`src/rtl/multicycle_control_unit_pkg.sv`:
```
// Shared opcode, ALU-control and mux-select encodings for the multi-cycle MIPS control unit.
package multicycle_control_unit_pkg;

  localparam int unsigned OP_WIDTH  = 6;
  localparam int unsigned SEL_WIDTH = 2;

  localparam logic [OP_WIDTH-1:0] OP_R_FORMAT = 6'b000000;
  localparam logic [OP_WIDTH-1:0] OP_LW       = 6'b100011;
  localparam logic [OP_WIDTH-1:0] OP_SW       = 6'b101011;
  localparam logic [OP_WIDTH-1:0] OP_BEQ      = 6'b000100;
  localparam logic [OP_WIDTH-1:0] OP_J        = 6'b000010;
  localparam logic [OP_WIDTH-1:0] OP_ADDI     = 6'b001000;

  localparam logic [SEL_WIDTH-1:0] ALU_OP_ADD   = 2'b00;
  localparam logic [SEL_WIDTH-1:0] ALU_OP_SUB   = 2'b01;
  localparam logic [SEL_WIDTH-1:0] ALU_OP_FUNCT = 2'b10;

  localparam logic [SEL_WIDTH-1:0] SRC_B_REG     = 2'b00;
  localparam logic [SEL_WIDTH-1:0] SRC_B_FOUR    = 2'b01;
  localparam logic [SEL_WIDTH-1:0] SRC_B_IMM     = 2'b10;
  localparam logic [SEL_WIDTH-1:0] SRC_B_IMM_SH2 = 2'b11;

  localparam logic [SEL_WIDTH-1:0] PC_SRC_ALU    = 2'b00;
  localparam logic [SEL_WIDTH-1:0] PC_SRC_ALUOUT = 2'b01;
  localparam logic [SEL_WIDTH-1:0] PC_SRC_JUMP   = 2'b10;

  // Which flavour of instruction is travelling through MEM_ADDR.
  typedef enum logic [1:0] {
    MEM_KIND_LW,
    MEM_KIND_SW,
    MEM_KIND_ADDI
  } mem_kind_e;

  // Datapath control word driven every cycle.
  typedef struct packed {
    logic                 pc_write;
    logic                 pc_write_cond;
    logic [SEL_WIDTH-1:0] pc_source;
    logic                 i_or_d;
    logic                 mem_read;
    logic                 mem_write;
    logic                 ir_write;
    logic                 mem_to_reg;
    logic                 reg_dst;
    logic                 reg_write_enable;
    logic                 alu_src_a;
    logic [SEL_WIDTH-1:0] alu_src_b;
    logic [SEL_WIDTH-1:0] alu_op;
    logic                 instr_done;
  } ctl_t;

endpackage

```
`src/rtl/multicycle_control_unit_if.sv`:
```
// Opcode/handshake inputs and datapath control outputs of the multi-cycle control unit.
interface multicycle_control_unit_if
  import multicycle_control_unit_pkg::*;
#(
  parameter int unsigned CNT_WIDTH = 32
) ();

  logic [OP_WIDTH-1:0]  operation;
  logic                 mem_ready;
  logic                 pc_write;
  logic                 pc_write_cond;
  logic [SEL_WIDTH-1:0] pc_source;
  logic                 i_or_d;
  logic                 mem_read;
  logic                 mem_write;
  logic                 ir_write;
  logic                 mem_to_reg;
  logic                 reg_dst;
  logic                 reg_write_enable;
  logic                 alu_src_a;
  logic [SEL_WIDTH-1:0] alu_src_b;
  logic [SEL_WIDTH-1:0] alu_op;
  logic                 instr_done;
  logic                 illegal_op;
  logic [CNT_WIDTH-1:0] instr_count;

  modport master (
    input  operation, mem_ready,
    output pc_write, pc_write_cond, pc_source, i_or_d, mem_read, mem_write,
           ir_write, mem_to_reg, reg_dst, reg_write_enable, alu_src_a,
           alu_src_b, alu_op, instr_done, illegal_op, instr_count
  );

  modport slave (
    output operation, mem_ready,
    input  pc_write, pc_write_cond, pc_source, i_or_d, mem_read, mem_write,
           ir_write, mem_to_reg, reg_dst, reg_write_enable, alu_src_a,
           alu_src_b, alu_op, instr_done, illegal_op, instr_count
  );

endinterface

```
`src/rtl/multicycle_control_unit.sv`:
```
// Multi-cycle MIPS control FSM: sequences fetch/decode/execute/memory/writeback,
// stalls on mem_ready and counts retired instructions.
module multicycle_control_unit
  import multicycle_control_unit_pkg::*;
#(
  parameter bit          USE_MEM_READY = 1'b1,
  parameter bit          ENABLE_ADDI   = 1'b1,
  parameter bit          ENABLE_JUMP   = 1'b1,
  parameter int unsigned CNT_WIDTH     = 32
) (
  input logic                       clk,
  input logic                       rst_n,
  multicycle_control_unit_if.master bus
);

  typedef enum logic [3:0] {
    S_IDLE,
    S_FETCH,
    S_DECODE,
    S_MEM_ADDR,
    S_MEM_RD,
    S_MEM_WB,
    S_MEM_WR,
    S_EXEC,
    S_R_WB,
    S_ADDI_WB,
    S_BRANCH,
    S_JUMP,
    S_HALT
  } state_e;

  state_e               state_q, state_d;
  state_e               dec_next;
  mem_kind_e            mem_kind_q, mem_kind_d, dec_kind;
  logic                 illegal_q;
  logic [CNT_WIDTH-1:0] count_q;
  logic                 ready;
  logic                 set_illegal;
  ctl_t                 ctl;

  assign ready = USE_MEM_READY ? bus.mem_ready : 1'b1;

  // Opcode decode; only consumed in DECODE so operation never reaches the outputs.
  always_comb begin
    dec_next = S_HALT;
    dec_kind = MEM_KIND_LW;
    case (bus.operation)
      OP_R_FORMAT: dec_next = S_EXEC;
      OP_LW:       dec_next = S_MEM_ADDR;
      OP_SW: begin
        dec_next = S_MEM_ADDR;
        dec_kind = MEM_KIND_SW;
      end
      OP_BEQ:      dec_next = S_BRANCH;
      OP_ADDI: begin
        if (ENABLE_ADDI) begin
          dec_next = S_MEM_ADDR;
          dec_kind = MEM_KIND_ADDI;
        end
      end
      OP_J: begin
        if (ENABLE_JUMP) dec_next = S_JUMP;
      end
      default: dec_next = S_HALT;
    endcase
  end

  // Next state and control word.
  always_comb begin
    state_d     = state_q;
    mem_kind_d  = mem_kind_q;
    set_illegal = 1'b0;
    ctl         = '0;
    case (state_q)
      S_IDLE: state_d = S_FETCH;
      S_FETCH: begin
        ctl.mem_read  = 1'b1;
        ctl.i_or_d    = 1'b0;
        ctl.alu_src_a = 1'b0;
        ctl.alu_src_b = SRC_B_FOUR;
        ctl.alu_op    = ALU_OP_ADD;
        ctl.pc_source = PC_SRC_ALU;
        if (ready) begin
          ctl.ir_write = 1'b1;
          ctl.pc_write = 1'b1;
          state_d      = S_DECODE;
        end
      end
      S_DECODE: begin
        ctl.alu_src_a = 1'b0;
        ctl.alu_src_b = SRC_B_IMM_SH2;
        ctl.alu_op    = ALU_OP_ADD;
        state_d       = dec_next;
        mem_kind_d    = dec_kind;
        set_illegal   = (dec_next == S_HALT);
      end
      S_MEM_ADDR: begin
        ctl.alu_src_a = 1'b1;
        ctl.alu_src_b = SRC_B_IMM;
        ctl.alu_op    = ALU_OP_ADD;
        case (mem_kind_q)
          MEM_KIND_LW: state_d = S_MEM_RD;
          MEM_KIND_SW: state_d = S_MEM_WR;
          default:     state_d = S_ADDI_WB;
        endcase
      end
      S_MEM_RD: begin
        ctl.mem_read = 1'b1;
        ctl.i_or_d   = 1'b1;
        if (ready) state_d = S_MEM_WB;
      end
      S_MEM_WB: begin
        ctl.reg_dst          = 1'b0;
        ctl.mem_to_reg       = 1'b1;
        ctl.reg_write_enable = 1'b1;
        ctl.instr_done       = 1'b1;
        state_d              = S_FETCH;
      end
      S_MEM_WR: begin
        ctl.mem_write = 1'b1;
        ctl.i_or_d    = 1'b1;
        if (ready) begin
          ctl.instr_done = 1'b1;
          state_d        = S_FETCH;
        end
      end
      S_EXEC: begin
        ctl.alu_src_a = 1'b1;
        ctl.alu_src_b = SRC_B_REG;
        ctl.alu_op    = ALU_OP_FUNCT;
        state_d       = S_R_WB;
      end
      S_R_WB: begin
        ctl.reg_dst          = 1'b1;
        ctl.reg_write_enable = 1'b1;
        ctl.instr_done       = 1'b1;
        state_d              = S_FETCH;
      end
      S_ADDI_WB: begin
        ctl.reg_dst          = 1'b0;
        ctl.mem_to_reg       = 1'b0;
        ctl.reg_write_enable = 1'b1;
        ctl.instr_done       = 1'b1;
        state_d              = S_FETCH;
      end
      S_BRANCH: begin
        ctl.alu_src_a     = 1'b1;
        ctl.alu_src_b     = SRC_B_REG;
        ctl.alu_op        = ALU_OP_SUB;
        ctl.pc_write_cond = 1'b1;
        ctl.pc_source     = PC_SRC_ALUOUT;
        ctl.instr_done    = 1'b1;
        state_d           = S_FETCH;
      end
      S_JUMP: begin
        ctl.pc_write   = 1'b1;
        ctl.pc_source  = PC_SRC_JUMP;
        ctl.instr_done = 1'b1;
        state_d        = S_FETCH;
      end
      S_HALT:  state_d = S_HALT;
      default: state_d = S_HALT;
    endcase
  end

  // State register plus the instruction kind captured in DECODE.
  always_ff @(posedge clk or negedge rst_n) begin
    if (!rst_n) begin
      state_q    <= S_IDLE;
      mem_kind_q <= MEM_KIND_LW;
    end else begin
      state_q    <= state_d;
      mem_kind_q <= mem_kind_d;
    end
  end

  // Sticky illegal flag and free-running retired-instruction counter.
  always_ff @(posedge clk or negedge rst_n) begin
    if (!rst_n) begin
      illegal_q <= 1'b0;
      count_q   <= '0;
    end else begin
      if (set_illegal)    illegal_q <= 1'b1;
      if (ctl.instr_done) count_q   <= count_q + CNT_WIDTH'(1);
    end
  end

  assign bus.pc_write         = ctl.pc_write;
  assign bus.pc_write_cond    = ctl.pc_write_cond;
  assign bus.pc_source        = ctl.pc_source;
  assign bus.i_or_d           = ctl.i_or_d;
  assign bus.mem_read         = ctl.mem_read;
  assign bus.mem_write        = ctl.mem_write;
  assign bus.ir_write         = ctl.ir_write;
  assign bus.mem_to_reg       = ctl.mem_to_reg;
  assign bus.reg_dst          = ctl.reg_dst;
  assign bus.reg_write_enable = ctl.reg_write_enable;
  assign bus.alu_src_a        = ctl.alu_src_a;
  assign bus.alu_src_b        = ctl.alu_src_b;
  assign bus.alu_op           = ctl.alu_op;
  assign bus.instr_done       = ctl.instr_done;
  assign bus.illegal_op       = illegal_q;
  assign bus.instr_count      = count_q;

endmodule

```
`src/flat_wrapper.sv`:
```
// flat-port wrapper written by rule: the top's interface ports become plain ports
module multicycle_control_unit_flat import multicycle_control_unit_pkg::*;
#(
  parameter bit          USE_MEM_READY = 1'b1,
  parameter bit          ENABLE_ADDI   = 1'b1,
  parameter bit          ENABLE_JUMP   = 1'b1,
  parameter int unsigned CNT_WIDTH     = 32
)
  (clk, rst_n, bus_operation, bus_mem_ready, bus_pc_write, bus_pc_write_cond, bus_pc_source, bus_i_or_d, bus_mem_read, bus_mem_write, bus_ir_write, bus_mem_to_reg, bus_reg_dst, bus_reg_write_enable, bus_alu_src_a, bus_alu_src_b, bus_alu_op, bus_instr_done, bus_illegal_op, bus_instr_count);
  multicycle_control_unit_if #(.CNT_WIDTH(CNT_WIDTH)) bus_i ();
  input logic clk;
  input logic rst_n;
  input wire logic [$bits(bus_i.operation)-1:0] bus_operation;
  input wire logic [$bits(bus_i.mem_ready)-1:0] bus_mem_ready;
  output wire logic [$bits(bus_i.pc_write)-1:0] bus_pc_write;
  output wire logic [$bits(bus_i.pc_write_cond)-1:0] bus_pc_write_cond;
  output wire logic [$bits(bus_i.pc_source)-1:0] bus_pc_source;
  output wire logic [$bits(bus_i.i_or_d)-1:0] bus_i_or_d;
  output wire logic [$bits(bus_i.mem_read)-1:0] bus_mem_read;
  output wire logic [$bits(bus_i.mem_write)-1:0] bus_mem_write;
  output wire logic [$bits(bus_i.ir_write)-1:0] bus_ir_write;
  output wire logic [$bits(bus_i.mem_to_reg)-1:0] bus_mem_to_reg;
  output wire logic [$bits(bus_i.reg_dst)-1:0] bus_reg_dst;
  output wire logic [$bits(bus_i.reg_write_enable)-1:0] bus_reg_write_enable;
  output wire logic [$bits(bus_i.alu_src_a)-1:0] bus_alu_src_a;
  output wire logic [$bits(bus_i.alu_src_b)-1:0] bus_alu_src_b;
  output wire logic [$bits(bus_i.alu_op)-1:0] bus_alu_op;
  output wire logic [$bits(bus_i.instr_done)-1:0] bus_instr_done;
  output wire logic [$bits(bus_i.illegal_op)-1:0] bus_illegal_op;
  output wire logic [$bits(bus_i.instr_count)-1:0] bus_instr_count;
  assign bus_i.operation = bus_operation;
  assign bus_i.mem_ready = bus_mem_ready;
  assign bus_pc_write = bus_i.pc_write;
  assign bus_pc_write_cond = bus_i.pc_write_cond;
  assign bus_pc_source = bus_i.pc_source;
  assign bus_i_or_d = bus_i.i_or_d;
  assign bus_mem_read = bus_i.mem_read;
  assign bus_mem_write = bus_i.mem_write;
  assign bus_ir_write = bus_i.ir_write;
  assign bus_mem_to_reg = bus_i.mem_to_reg;
  assign bus_reg_dst = bus_i.reg_dst;
  assign bus_reg_write_enable = bus_i.reg_write_enable;
  assign bus_alu_src_a = bus_i.alu_src_a;
  assign bus_alu_src_b = bus_i.alu_src_b;
  assign bus_alu_op = bus_i.alu_op;
  assign bus_instr_done = bus_i.instr_done;
  assign bus_illegal_op = bus_i.illegal_op;
  assign bus_instr_count = bus_i.instr_count;
  multicycle_control_unit #(.USE_MEM_READY(USE_MEM_READY), .ENABLE_ADDI(ENABLE_ADDI), .ENABLE_JUMP(ENABLE_JUMP), .CNT_WIDTH(CNT_WIDTH)) u_core (.clk(clk), .rst_n(rst_n), .bus(bus_i));
endmodule
```
`config.mk`:
```
export PLATFORM = sky130hd
export DESIGN_NAME = multicycle_control_unit_flat
export DESIGN_NICKNAME = d
export VERILOG_FILES = /design/src/rtl/multicycle_control_unit_pkg.sv /design/src/rtl/multicycle_control_unit_if.sv /design/src/rtl/multicycle_control_unit.sv /design/src/flat_wrapper.sv
export SDC_FILE = /design/constraint.sdc
export NUM_CORES = 1
export LEC_CHECK = 0
export CORE_MARGIN = 2
export CORE_UTILIZATION = 30
export CTS_CLUSTER_DIAMETER = 120
export DETAILED_ROUTE_END_ITERATION = 8
export PLACE_DENSITY = 0.53
export SYNTH_ARGS = -nofsm -noshare
export SYNTH_HDL_FRONTEND = slang
export SYNTH_SLANG_ARGS = --single-unit
```
`constraint.sdc`:
```
create_clock -name clk -period 2.37 [get_ports clk]
set_clock_uncertainty 0.2 [all_clocks]
set_input_delay 0.237 -clock clk [delete_from_list [all_inputs] [get_ports clk]]
set_output_delay 0.237 -clock clk [all_outputs]
set_load 0.005 [all_outputs]
```
# Yosys cells after proc, flatten, opt, wreduce, memory -nomap -nowiden
# Index checks and enable logic that the tools add are counted.
# word_totals
out_inout_bits	50
n_memories	0
ramBits	0
latch_bits	0
romBits	0
register_bits	39
word_cells	56
# classes
mux	20
shifts	0
n_lt_le_gt_ge	0
bitwise_logic	0
n_reduce_logical	10
div	0
n_eq_ne	21
n_addsub	1
n_mul	0
# ops
cell	n
32-bit by 1-bit adder with 32-bit output, second input constant	1
4-bit case mux with 7 select lines	1
5-bit case mux with 5 select lines	1
4-bit equality test, second input constant	5
4-bit by 3-bit equality test with 1-bit output, second input constant	4
4-bit case mux with 4 select lines	1
6-bit equality test, second input constant	2
4-bit two-way mux	3
2-bit case mux with 2 select lines	3
4-bit by 2-bit equality test with 1-bit output, second input constant	2
1-bit two-way mux	8
4-bit case mux with 2 select lines	1
6-bit by 2-bit equality test with 1-bit output, second input constant	1
6-bit by 3-bit equality test with 1-bit output, second input constant	1
6-bit by 4-bit equality test with 1-bit output, second input constant	1
6-bit zero test	1
2-bit != test, second input constant	3
2-bit OR reduction	3
6-bit OR reduction	1
5-bit OR reduction	1
4-bit by 1-bit equality test with 1-bit output, second input constant	1
4-bit zero test	1
1-bit case mux with 2 select lines	2
3-bit AND reduction	1
3 further kinds	3

# Depth between registers and ports, before layout
# Gate-level depths: netlist of the first run.
# logic_depth
depth_word	5
ltp_mapped	7
ltp_nobuf	5

# Worst setup path after synthesis of the first run
# OpenSTA, ideal clock, no wires.
# synth_path
path_type	flip-flop to flip-flop
start	register u_core.state_q[2]
end	register u_core.count_q[25] (netlist: u_core.bus.instr_count[25])
n_path_buf	2
synth_period_minus_slack_ns	1.981
arrival_ns	1.657
path_slack_ns	0.389
stages_incl_launch_ff	8
path_cell_list	dfrtp_1 > nand2b_1 > buf_2 > a311oi_4 > and3_1 > buf_4 > nand4_1 > xnor2_1
# synth_between
elab_chain_len	3
elab_cells_between_ends	8
cone_classes	eq/ne (6); mux (1); reduce/logical (1)
# synth_rtl
element	line_no	text
from (decl)	multicycle_control_unit.sv:32	state_e state_q, state_d;
from (signal assigned)	multicycle_control_unit.sv:172	state_q <= state_d;
4-bit equality test / 4-bit by 3-bit equality test with 1-bit output (equally long branches)	multicycle_control_unit.sv:74	case (state_q)
5-bit OR reduction (no line)	-	
1-bit case mux with 2 select lines (*)	multicycle_control_unit.sv:74	
to (signal assigned)	multicycle_control_unit.sv:184	if (ctl.instr_done) count_q <= count_q + CNT_WIDTH'(1);
to (decl)	multicycle_control_unit.sv:36	logic [CNT_WIDTH-1:0] count_q;
# Mark *: on every way between the ends. The rest lies on a longest branch, timed or not.
# A chain may end at the register's enable or synchronous reset.

# Worst setup path in the final report of the first run
# layout_path
start	register u_core.state_q[0]
end	output port bus_instr_done
# layout_between
elab_chain_len	3
elab_cells_between_ends	8
cone_classes	eq/ne (6); mux (1); reduce/logical (1)
# layout_rtl
element	line_no	text
4-bit equality test / 4-bit by 3-bit equality test with 1-bit output (equally long branches)	multicycle_control_unit.sv:74	
5-bit OR reduction (no line)	-	
1-bit case mux with 2 select lines (*)	multicycle_control_unit.sv:74	
to (decl)	flat_wrapper.sv:28	output wire logic [$bits(bus_i.instr_done)-1:0] bus_instr_done;
# Marked as above.

==> flow_metrics.env, run 1 <==
export IMPL_finalInstanceArea_mm2=0.00306
export IMPL_synth_seq_cells=39
export IMPL_irDropWorstVdd_mv=0.489
export IMPL_clkSlewWorstSetupHoldPaths_ns=0.08
export IMPL_final_cell_mix="clkdlybuf4s50_1 (56), dfrtp_1 (36), xnor2_1 (20)"
export IMPL_synth_ff_type="dfrtp_1"
export IMPL_async_flop_share_pct=100
export IMPL_place_gp_congestion=0.766
export IMPL_holdCritPathClass="in -> async"
export IMPL_syn_area_per_cell_um2=9.94
export IMPL_status="finished, final reports clean"
export IMPL_rsz0062_at_grt="no"
export IMPL_period_share_pct=96.3
export IMPL_critPathRequiredTime_ns=1.93
export IMPL_rr_worst_depth=6
export IMPL_grt_use_met2_pct=24.8
export IMPL_vias=1858
export IMPL_rr_startpoint="u_core.state_q[0]"
export IMPL_final_core_util_pct=42.9
export IMPL_critPathCaptureType="output pin"
export IMPL_clock_path_buffers=2
export IMPL_grt_max_degree=22
export IMPL_cts_tree="done"
export IMPL_maxCapViolCount=0
export IMPL_cts_root_buf="clkbuf_8"
export IMPL_cp_startpoint="u_core.state_q[0]"
export IMPL_setup_tns_final_ns=0
export IMPL_yosysUniqueCellTypes=44
export IMPL_first_pass_iters=4
export IMPL_syn_area_mm2=0.00218
export IMPL_cp_arrival_ns=1.84
export IMPL_diodes=0
export IMPL_clk_latency_ns=0.29
export IMPL_viasPerCell=4.76
export IMPL_rr_endpoint="u_core.bus.instr_count[10]"
export IMPL_final_nets=300
export IMPL_busiest_layer="met2"
export IMPL_gr_usage_met3_pct=4.34
export IMPL_p_per_area_mw_per_mm2=758
export IMPL_core_mm2=0.00714
export IMPL_placed_area_mm2=0.00294
export IMPL_fin_crit_ns=2.28
export IMPL_rows=31
export IMPL_grt_overflow_total=0
export IMPL_grt_pass1_wl_um=9040
export IMPL_htreeDepth=2
export IMPL_floorplan_die_area_mm2=0.00795
export IMPL_slowest_delay_ns=0.56
export IMPL_drc=0
export IMPL_cts_made_buffers=5
export IMPL_max_freq_ghz=0.438
export IMPL_r2r_setup_slack_ns=0.24
export IMPL_worst_slew_pin_slew_ns=0.414
export IMPL_ys_warn_count=0
export IMPL_cp_max_fo=10
export IMPL_antenna_found_initial=0
export IMPL_antenna_left=0
export IMPL_synth_fp_nets=229
export IMPL_wl_per_cell_um=13.8
export IMPL_final_common_cell="clkdlybuf4s50_1"
export IMPL_die_y_um=89.2
export IMPL_boundaryPins=59
export IMPL_syn_inst=219
export IMPL_dp_hpwl_um=3990
export IMPL_grt_pass1_vias=1908
export IMPL_synth_edf_count=0
export IMPL_maxSlewHeadroom_pct=72.4
export IMPL_final_setup_viol_count=0
export IMPL_hold_viol_final=0
export IMPL_grt_usage_pct=14.6
export IMPL_startpoint_type="register"
export IMPL_path_cells="nand3b_1 -> a31oi_1 -> clkdlybuf4s50_1"
export IMPL_dr_first_iter_drc_count=73
export IMPL_wirelength_um=5360
export IMPL_die_x_um=89.2
export IMPL_use_met1_pct=18.0
export IMPL_drive_gt1_share_pct=14.8
export IMPL_start_util_pct=30.5
export IMPL_slew_violations=0
export IMPL_holdWs_ns=0.208
export IMPL_io_buffers=58
export IMPL_critical_path_class="reg -> out"
export IMPL_area_growth_pct=40.6
export IMPL_p_total_w=0.00232
export IMPL_p_leak_nw=1.27
export IMPL_numClockSinks=39
export IMPL_critPathSlowestCell="clkdlybuf4s50_1"
export IMPL_seq_area_frac_synth_pct=44.9
[how the worst max path moves through the flow]
stage | to | cells after the start
6_report | bus_instr_done | 3
5_1_grt | bus_instr_done | 3
4_1_cts | bus_pc_source[0] | 4
3_5_place_dp | u_core.bus.instr_count[6] | 7
3_3_place_gp | u_core.bus.instr_count[6] | 7
2_1_floorplan | u_core.bus.instr_count[25] | 7
[metal layers]
layer | up-vias | share of wire [%]
li1 | 904 | -
met1 | 899 | 47
met2 | 51 | 46
met3 | 4 | 5.5
met4 | 0 | 0.86
met5 | - | 0
[power by group]
part	internal (W)	switching [W]
clock network	0.000206	0.000218
registers	0.000757	0.000142
logic	0.000558	0.000438
[Yosys cell counts, types with 5 or more instances]
master / n / area (µm²)
nand3_1: 13 / 65.1
and3_1: 7 / 43.8
dfrtp_1: 39 / 976
and4_1: 5 / 43.8
nand2_1: 19 / 71.3
xnor2_1: 20 / 175
xor2_1: 13 / 114
nor2_1: 18 / 67.6
nor3_2: 7 / 70.1
nor2b_1: 6 / 37.5
o21ai_0: 5 / 25.0
inv_1: 6 / 22.5
a21oi_1: 5 / 25.0
[cell type report]
class	count	area, µm²
sequential	39	980
tap	99	124
clock inverter	1	5.00
multi-input combinational	167	1160
fill	726	4080
clock buffer	7	76.3
timing repair buffer	71	694
inverter	6	22.5
[cell families after synthesis]
logic type	share of synthesized area (%)
buf+inv	2.64
simple gates	28.3
compound gates	8.86
xor+xnor	13.3
fa+ha+maj	1.04
mux	0.978
flops	44.9
[worst max-delay path: cells and delay by family (launching register included)]
family / cells / cell delay (ns)
DFF: 1 / 0.47
and+or+nand+nor: 1 / 0.24
AOI/OAI and AO/OA: 1 / 0.29
buffers and inverters: 1 / 0.56
[metrics by stage]
stage	worst slack, ns	std cells
finish	0.0881	390
global route	0.000696	390
CTS	0.00359	389
detailed placement	0.0355	380
global placement	0.0794	380
floorplan	0.389	219
[repair_timing]
item | CTS | global route
hold buffers | 1 | 0
buffers inserted | 0 | 1
gates resized for setup | 2 | 8
setup endpoints to repair | 6 | 7
pin swaps | 0 | 0
endpoints found under the hold margin | 18 | 0
[sequential cells by signal (all words and copies together), names as in the netlist]
signal                  cells
u_core.bus.instr_count     32
u_core.state_q              4
u_core.mem_kind_q           2
u_core.bus.illegal_op       1
Power figures use the tool's default switching activity.
==> run 2: changes to the inputs <==
GPL_TIMING_DRIVEN = 0   (was unset)
RECOVER_POWER = 25   (was unset)
==> run 2 against run 1 <==
Net effect:
- worst setup slack improved by 0.0042 ns
- via count fell by 2.2%
- global-route usage fell by 0.57 points
- die area did not move
- sequential power fell by 3.2%
- critical endpoint is now bus_pc_write
- largest cell class unchanged
- clock-buffer cell count fell by 1
==> flow_metrics.env, run 2 (synthesis gave the netlist of run 1 again) <==
export IMPL_status="finished, final reports clean"
export IMPL_critical_path_class="reg -> out"
export IMPL_rr_startpoint="u_core.state_q[0]"
export IMPL_seq_power_share_pct=37.1
export IMPL_wirelength_um=5190
export IMPL_slowest_delay_ns=0.44
export IMPL_place_gp_congestion=0.764
export IMPL_period_share_pct=96.1
export IMPL_hold_viol_final=0
export IMPL_dp_hpwl_um=3790
export IMPL_clock_path_buffers=2
export IMPL_core_mm2=0.00714
export IMPL_final_nets=300
export IMPL_critPathSlowestCell="clkdlybuf4s50_1"
export IMPL_grt_pass1_wl_um=8790
export IMPL_worst_slew_pin_slew_ns=0.828
export IMPL_path_cells="buf_4 -> nor2_4 -> and3_1 -> or2_2 -> clkdlybuf4s50_1"
export IMPL_finalInstanceArea_mm2=0.00306
export IMPL_max_freq_ghz=0.439
export IMPL_power_internal_w=0.00153
export IMPL_largest_register_ffs=32
export IMPL_dp_cells=377
export IMPL_rsz0062_at_grt="no"
export IMPL_p_per_area_mw_per_mm2=767
export IMPL_floorplan_die_area_mm2=0.00795
export IMPL_fill_cells=734
export IMPL_grt_pass1_vias=1764
export IMPL_viasPerCell=4.67
export IMPL_p_leak_nw=1.28
export IMPL_startpoint_type="register"
export IMPL_final_common_cell="clkdlybuf4s50_1"
export IMPL_placed_area_mm2=0.00290
export IMPL_swShare_pct=34.8
export IMPL_io_buffers=58
export IMPL_diodes=0
export IMPL_rows=31
export IMPL_cp_max_fo=10
export IMPL_start_util_pct=30.5
export IMPL_die_x_um=89.2
export IMPL_clockPowerShare_pct=19.2
export IMPL_r2r_setup_slack_ns=0.15
export IMPL_die_y_um=89.2
export IMPL_p_total_w=0.00235
export IMPL_boundaryPins=59
export IMPL_cts_made_buffers=5
export IMPL_grt_max_degree=33
export IMPL_p_comb_share_pct=43.7
export IMPL_cp_startpoint="u_core.state_q[3]"
export IMPL_area_growth_pct=40.5
export IMPL_maxCapViolCount=0
export IMPL_final_setup_viol_count=0
export IMPL_first_pass_iters=4
export IMPL_irDropWorstVdd_mv=0.485
export IMPL_critPathCaptureType="output pin"
export IMPL_numClockSinks=39
export IMPL_antenna_found_initial=0
export IMPL_fin_crit_ns=2.28
export IMPL_drc=0
export IMPL_clkSlewWorstSetupHoldPaths_ns=0.08
export IMPL_switchingPower_w=0.000816
export IMPL_stdcell_count=389
export IMPL_final_cell_mix="clkdlybuf4s50_1 (55), dfrtp_1 (38), xnor2_1 (20)"
export IMPL_drive_gt1_share_pct=13.8
export IMPL_grt_usage_pct=14.0
export IMPL_critPathRequiredTime_ns=1.93
export IMPL_antenna_left=0
export IMPL_clk_latency_ns=0.29
export IMPL_cp_arrival_ns=1.84
export IMPL_vias=1817
export IMPL_dr_first_iter_drc_count=39
export IMPL_grt_overflow_total=0
export IMPL_cts_tree="done"
export IMPL_wl_per_cell_um=13.3
export IMPL_cts_root_buf="clkbuf_8"
export IMPL_htreeDepth=2
export IMPL_slew_violations=0
export IMPL_holdCritPathClass="in -> async"
export IMPL_maxSlewHeadroom_pct=44.8
## run 2: stage by stage
step	setup WS [ns]	hold slack, ns	setup TNS (ns)	util, %
finish	0.0922	0.193	0	42.8
global route	0.000807	0.247	0	42.8
detailed placement	-0.116	-0.0924	-0.724	40.6
CTS	0.00150	0.128	0	42.3
floorplan	0.389	-0.259	0	-
global placement	-0.162	0.262	-7.28	40.4
## run 2: repair_timing
action	4_1_cts	5_1_grt
hold buffers	1	0
setup endpoints to repair	8	15
endpoints found under the hold margin	39	0
gates resized for setup	7	11
pin swaps	0	1
setup buffers	0	4
## run 2: final timing paths
path,end,cells past startpoint
min reg2reg,u_core.bus.instr_count[31],1
max in group asynchronous,u_core.state_q[2],3
max reg2reg,u_core.bus.instr_count[15],6
max,bus_pc_write,5
min,u_core.bus.instr_count[5],2
min in group clk,u_core.bus.instr_count[31],1
## run 2: power by group through the flow
stage	logic, W	registers, W	clock network, W
global route	0.00114	0.000889	0.000500
global placement	0.000937	0.000886	0
CTS	0.000982	0.000876	0.000466
detailed placement	0.000933	0.000886	0
floorplan	0.000506	0.000862	0
finish	0.00103	0.000870	0.000450
## run 2: worst max-delay path: cells and delay by family, from the launching register on
family | cells | cell delay, ns
buffers and inverters | 2 | 0.64
DFF | 1 | 0.39
and+or+nand+nor | 3 | 0.52
## run 2: layer usage
metal,vias up,wire length [µm],global-route usage [%]
li1,909,-,-
met4,0,80,4.34
met5,-,0,0
met1,845,2500,19.3
met3,6,327,4.52
met2,57,2290,21.0
## run 2: final cells by class
class	instances	area, µm²	share of cell area [%]
buffer	7	43.8	1.43
clock buffer	6	82.6	2.70
clock inverter	1	5.00	0.164
inverter	6	22.5	0.736
multi-input combinational	167	1180	38.5
sequential	39	977	32.0
tap	99	124	4.05
timing repair buffer	64	624	20.4
